<file path="config.mk">
export PLATFORM = sky130hd
export DESIGN_NAME = factorial_seq_ctrl
export DESIGN_NICKNAME = d
export VERILOG_FILES = /design/src/rtl/factorial_seq_ctrl.sv
export SDC_FILE = /design/constraint.sdc
export NUM_CORES = 1
export LEC_CHECK = 0
export BUFFER_PORTS_ARGS = -buffer_cell sky130_fd_sc_hd__buf_2
export CAP_MARGIN = 5
export CORE_ASPECT_RATIO = 1.1
export CORE_MARGIN = 10
export CORE_UTILIZATION = 30
export DETAILED_ROUTE_END_ITERATION = 8
export GPL_TIMING_DRIVEN = 0
export PLACE_DENSITY = 0.53
export SLEW_MARGIN = 30
export SYNTH_ARGS = -nofsm -noshare
export SYNTH_HDL_FRONTEND = slang
export SYNTH_SLANG_ARGS = --single-unit
</file>
<file path="constraint.sdc">
create_clock -name clk -period 5.5 [get_ports clk]
set_input_delay 0.275 -clock clk [delete_from_list [all_inputs] [get_ports clk]]
set_output_delay 0.275 -clock clk [all_outputs]
set_load 0.005 [all_outputs]
</file>
<file path="src/rtl/factorial_seq_ctrl.sv">
// rtl/factorial_seq_ctrl.sv - sequential falling-factorial controller driving an external iterative multiplier
module factorial_seq_ctrl #(
    parameter int WIDTH     = 64,
    parameter int RES_WIDTH = 2 * WIDTH
) (
    input  logic                 clk,
    input  logic                 reset,
    input  logic                 start,
    input  logic [WIDTH-1:0]     operand,
    input  logic [WIDTH-1:0]     stop,
    output logic                 busy,
    output logic                 done,
    output logic                 overflow,
    output logic [RES_WIDTH-1:0] result,
    output logic                 mul_start,
    output logic                 mul_clear,
    output logic [WIDTH-1:0]     mul_multiplier,
    output logic [WIDTH-1:0]     mul_multiplicand,
    input  logic                 mul_done,
    input  logic [RES_WIDTH-1:0] mul_result
);

    typedef enum logic [1:0] {S_IDLE, S_MUL, S_CLR, S_DONE} state_t;

    state_t               state_q, state_d;
    logic [WIDTH-1:0]     cnt_q, cnt_d;
    logic [WIDTH-1:0]     k_q, k_d;
    logic [RES_WIDTH-1:0] product_q, product_d;
    logic [RES_WIDTH-1:0] result_q, result_d;
    logic                 busy_q, busy_d;
    logic                 done_q, done_d;
    logic                 overflow_q, overflow_d;
    logic                 mul_start_q, mul_start_d;
    logic                 mul_clear_q, mul_clear_d;
    logic [WIDTH-1:0]     mul_multiplier_q, mul_multiplier_d;
    logic [WIDTH-1:0]     mul_multiplicand_q, mul_multiplicand_d;
    logic [WIDTH-1:0]     n_dec;
    logic [WIDTH-1:0]     cnt_dec;

    assign n_dec   = operand - 1'b1;
    assign cnt_dec = cnt_q - 1'b1;

    // Registered outputs are computed from the next state so they line up with state_q.
    always_comb begin
        state_d            = state_q;
        cnt_d              = cnt_q;
        k_d                = k_q;
        product_d          = product_q;
        result_d           = result_q;
        busy_d             = busy_q;
        done_d             = 1'b0;
        overflow_d         = overflow_q;
        mul_start_d        = 1'b0;
        mul_clear_d        = 1'b0;
        mul_multiplier_d   = mul_multiplier_q;
        mul_multiplicand_d = mul_multiplicand_q;
        unique case (state_q)
            S_IDLE: begin
                if (start) begin
                    k_d        = stop;
                    busy_d     = 1'b1;
                    overflow_d = 1'b0;
                    if (operand <= stop) begin
                        product_d = RES_WIDTH'(1);
                        state_d   = S_DONE;
                    end else if (n_dec == stop) begin
                        product_d = RES_WIDTH'(operand);
                        state_d   = S_DONE;
                    end else begin
                        product_d          = RES_WIDTH'(operand);
                        cnt_d              = n_dec;
                        state_d            = S_MUL;
                        mul_start_d        = 1'b1;
                        mul_multiplier_d   = operand;
                        mul_multiplicand_d = n_dec;
                    end
                end
            end
            S_MUL: begin
                if (mul_done) begin
                    product_d   = mul_result;
                    mul_clear_d = 1'b1;
                    state_d     = S_CLR;
                end else begin
                    mul_start_d = 1'b1;
                end
            end
            S_CLR: begin
                cnt_d = cnt_dec;
                if (cnt_dec == k_q) begin
                    state_d = S_DONE;
                end else if (product_q[RES_WIDTH-1:WIDTH] != '0) begin
                    // Next multiplier operand would be truncated; stop with the partial product.
                    overflow_d = 1'b1;
                    state_d    = S_DONE;
                end else begin
                    state_d            = S_MUL;
                    mul_start_d        = 1'b1;
                    mul_multiplier_d   = product_q[WIDTH-1:0];
                    mul_multiplicand_d = cnt_dec;
                end
            end
            S_DONE: begin
                result_d = product_q;
                done_d   = 1'b1;
                busy_d   = 1'b0;
                state_d  = S_IDLE;
            end
            default: state_d = S_IDLE;
        endcase
    end

    always_ff @(posedge clk) begin
        if (reset) begin
            state_q            <= S_IDLE;
            cnt_q              <= '0;
            k_q                <= '0;
            product_q          <= RES_WIDTH'(1);
            result_q           <= RES_WIDTH'(1);
            busy_q             <= 1'b0;
            done_q             <= 1'b0;
            overflow_q         <= 1'b0;
            mul_start_q        <= 1'b0;
            mul_clear_q        <= 1'b1;
            mul_multiplier_q   <= '0;
            mul_multiplicand_q <= '0;
        end else begin
            state_q            <= state_d;
            cnt_q              <= cnt_d;
            k_q                <= k_d;
            product_q          <= product_d;
            result_q           <= result_d;
            busy_q             <= busy_d;
            done_q             <= done_d;
            overflow_q         <= overflow_d;
            mul_start_q        <= mul_start_d;
            mul_clear_q        <= mul_clear_d;
            mul_multiplier_q   <= mul_multiplier_d;
            mul_multiplicand_q <= mul_multiplicand_d;
        end
    end

    assign busy             = busy_q;
    assign done             = done_q;
    assign overflow         = overflow_q;
    assign result           = result_q;
    assign mul_start        = mul_start_q;
    assign mul_clear        = mul_clear_q;
    assign mul_multiplier   = mul_multiplier_q;
    assign mul_multiplicand = mul_multiplicand_q;

endmodule

</file>
==> flow_metrics.tcl <==
set metrics [dict create \
    maxSlewHeadroom_pct 25.8 \
    crit_path_start_kind "flop" \
    violations "setup timing" \
    area_delta_synth_final_pct 31.6 \
    grt_first_pass_wirelength_mm 224 \
    post_drt_wl_per_cell_microns 28.6 \
    ios 521 \
    finalSetupTns_ps -241 \
    clock-sinks 519 \
    synth_fp_nets 3805 \
    rr_startpoint "cnt_q[4]" \
    track_usage_pct 28.4 \
    clk_latency_ps 690 \
    layout-drive-gt1-share_pct 18.0 \
    rsz0062_at_grt "no" \
    crit_end "mul_multiplicand[61]" \
    rows 118 \
    ys_ff_latch 519 \
    async_flop_share_pct 0 \
    grt_overflow 0 \
    end_kind "flop" \
    design_area_sq_um 37200 \
    ys_warn_count 0 \
    cp-startpoint "cnt_q[4]" \
    die_x_microns 313 \
    hold_class "primary input to flop" \
    outcome "finished with violations" \
    synthCells 3479 \
    cts.path.max_buffers 3 \
    critPathKind "flop to flop" \
    fin_crit_ps 5530 \
    synth_cell_type_count 85 \
    vdd_drop_max_uv 241 \
    cp_data_required_time_ps 6020 \
    start_util_pct 30.1 \
    finalSetupViolCount 16 \
    wl_met1_mm 66.3 \
    die_area_sq_um 107000 \
    setup_ws_ps -27.5 \
    die_h_microns 342 \
    max_slew.worst_pin.slew_ps 1110 \
    placed_area_sq_um 32600 \
    r2r_slack_ps -30 \
    first_global_vias 30267 \
    grt_max_degree 17 \
    root_buffer "clkbuf_16" \
    maxCapViolCount 0 \
    worstPathArrival_ps 6050 \
    seqCellArea_sq_um 10400 \
    clock.fmax_ghz 0.181 \
    hpwl_mm 128 \
    hold_viol_final 0 \
    cp_max_fo 10 \
    worstRegToRegCells 15 \
    drtAntennaViolNets 0 \
    finClkSkew_ps 43.6 \
    met2WireLength_mm 72.2 \
    clk_transition_reported_paths_ps 60 \
    routed_wl_mm 160 \
    syn_area_sq_um 28300 \
    core_area_sq_um 93900 \
    place_congestion 1.00 \
    timing.rr.end "mul_multiplicand[61]" \
    vias 31176 \
    n_fill_cell 9950 \
    cts_made_buffers 59 \
    nNetsFinal 4592 \
    synthFlopType "dfxtp_1" \
    h-tree-depth 2 \
    powerDensity_nw_per_um2 355 \
    antenna_found_initial 27 \
    min_period_over_period_pct 101 \
    topRoutingLayerUsed "met5" \
    synth_edf_count 0 \
    finalMaxSlewViolations 0 \
    drtPass1Iterations 6 \
    multi_input_area_sq_um 16800 \
    drtIter0Drc 2911 \
    routed_via_density 5.58 \
    avgSynthCellArea_sq_um 8.13 \
    seq_area_frac_synth_pct 36.7 \
    tritoncts "yes" \
    route.detailed.drc 0 \
    p_leak_nw 15.4 \
    numPortBuffers 520 \
    routed-wl-met3_mm 12.5 \
]
==> worst min path at each step <==
stage	startpoint	end	slack, ps	cells after the start
floorplan	stop[24]	k_q[24]	410	2
global placement	mul_multiplier[25]	mul_multiplier[25]	440	2
detailed placement	mul_multiplier[18]	mul_multiplier[18]	440	2
CTS	start	state_q[0]	4	3
global route	mul_result[41]	product_q[41]	20	3
finish	mul_result[41]	product_q[41]	10	3
==> through the flow <==
stage	utilization, %	power, mW	hold slack [ps]	setup slack [ps]	cells
after floorplan	-	6.70	411	1060	3479
after global placement	34.6	8.39	437	-1520	5259
after detailed placement	34.7	8.39	440	-1230	5261
after CTS	39.3	13.1	3.57	0.781	5571
after global routing	39.6	13.7	17.1	6.09	5578
final	39.6	13.2	9.52	-27.5	5589
==> critical path, cell delays in order, from the launching register on <==
cell      delay [ps]
dfxtp_2          390
or3_4            480
a222oi_1         810
nand3_1          300
a311o_1          400
or4_4            540
nor4_4           440
nand4_1          290
o41ai_4          330
buf_4            200
o31a_1           250
buf_6            210
buf_12           200
buf_12           200
mux2i_1          210
nor2_1            50
==> layout by cell type (no fill, tap or decap), types with 66 or more instances in the layout <==
cell,netlist,layout
buf_2,19,537
a21oi_1,259,259
a21o_1,84,84
nand2_1,480,480
mux2i_1,132,132
ha_1,66,66
nor2_1,292,290
dfxtp_1,519,516
nand3_1,110,108
nor4_1,97,76
nor3_1,138,131
inv_1,89,89
dlygate4sd3_1,0,190
a22o_1,128,128
clkbuf_1,257,240
xnor2_1,116,116
a221oi_1,71,71
==> flip-flops by register name, indices dropped and copies added, names as in the netlist, 2 cells and up <==
signal / flops
cnt_q: 64
state_q: 2
result: 128
product_q: 128
mul_multiplicand: 64
mul_multiplier: 64
k_q: 64
==> cell families (layout without fill, tap and decap cells) <==
| family | count (synthesis) | in the layout | synth area share [%] |
|---|---|---|---|
| xor gates and xnor gates | 190 | 190 | 6.57 |
| and+or+nand+nor | 1398 | 1398 | 24.1 |
| muxes | 137 | 137 | 4.87 |
| DFF | 519 | 519 | 36.7 |
| buffers and inverters | 384 | 1221 | 5.38 |
| adders and majority gates | 66 | 66 | 2.92 |
| other | 0 | 13 | 0 |
| AOI/OAI and AO/OA | 785 | 785 | 19.5 |
==> report_power, final <==
group	leakage (nW)	switching (mW)	internal (mW)	total [mW]
Clock	1.08	1.80	2.71	4.51
Combinational	10.1	2.87	1.49	4.36
Sequential	4.23	0.289	4.07	4.36
Total	15.4	4.96	8.27	13.2
==> per-layer routing <==
layer	global-route usage, %	vias up
met5	0	-
met4	13.3	26
met3	5.34	315
met2	46.0	1480
met1	36.0	15160
li1	-	14195
==> cells in the mapped netlist (7+ instances only) <==
| cell type | count | area (sq um) |
|---|---|---|
| dfxtp_1 | 519 | 10400 |
| nand2_1 | 480 | 1800 |
| nor2_1 | 292 | 1100 |
| a21oi_1 | 259 | 1300 |
| clkbuf_1 | 257 | 965 |
| nor3_1 | 138 | 691 |
| mux2i_1 | 132 | 1320 |
| a22o_1 | 128 | 1120 |
| xnor2_1 | 116 | 1020 |
| nand3_1 | 110 | 551 |
| nor4_1 | 97 | 607 |
| inv_1 | 89 | 334 |
| a21o_1 | 84 | 631 |
| a221oi_1 | 71 | 622 |
| ha_1 | 66 | 826 |
| nand4_1 | 64 | 400 |
| xor2_1 | 60 | 526 |
| o21ai_0 | 55 | 275 |
| or4_1 | 43 | 323 |
| or3_1 | 30 | 188 |
| nor2b_1 | 21 | 131 |
| nand2b_1 | 20 | 125 |
| buf_2 | 19 | 95.1 |
| a31oi_1 | 17 | 106 |
| and4_1 | 17 | 149 |
| o211ai_1 | 15 | 113 |
| o31ai_1 | 15 | 113 |
| o2111ai_1 | 14 | 123 |
| xnor3_1 | 13 | 293 |
| nor3b_1 | 12 | 90.1 |
| and3_1 | 11 | 68.8 |
| a211oi_1 | 10 | 75.1 |
| and2_1 | 10 | 62.6 |
| buf_1 | 10 | 37.5 |
| nand3b_1 | 10 | 75.1 |
| a2111oi_0 | 9 | 78.8 |
| o21a_1 | 9 | 67.6 |
| o22ai_1 | 8 | 50.1 |
| o32a_1 | 8 | 80.1 |
| o2111a_1 | 7 | 78.8 |
| o32ai_1 | 7 | 61.3 |
| o41ai_1 | 7 | 61.3 |
| or2_2 | 7 | 43.8 |
==> repair_timing <==
| item | 4_1_cts | 5_1_grt |
|---|---|---|
| setup buffers | 11 | 10 |
| hold buffers | 190 | 0 |
| setup endpoints to repair | 186 | 184 |
| pin swaps | 9 | 8 |
| gates resized for setup | 32 | 44 |
| hold endpoints to repair | 190 | 0 |
==> area by class of cell <==
cell class | instances | area share (%)
multi-input combinational | 2576 | 45.0
sequential | 519 | 27.9
timing repair buffer | 733 | 12.6
clock buffer | 79 | 4.50
tap | 1260 | 4.24
buffer | 288 | 3.30
clock inverter | 32 | 1.42
inverter | 89 | 0.898
antenna | 13 | 0.0874
Power figures use the tool's default switching activity.
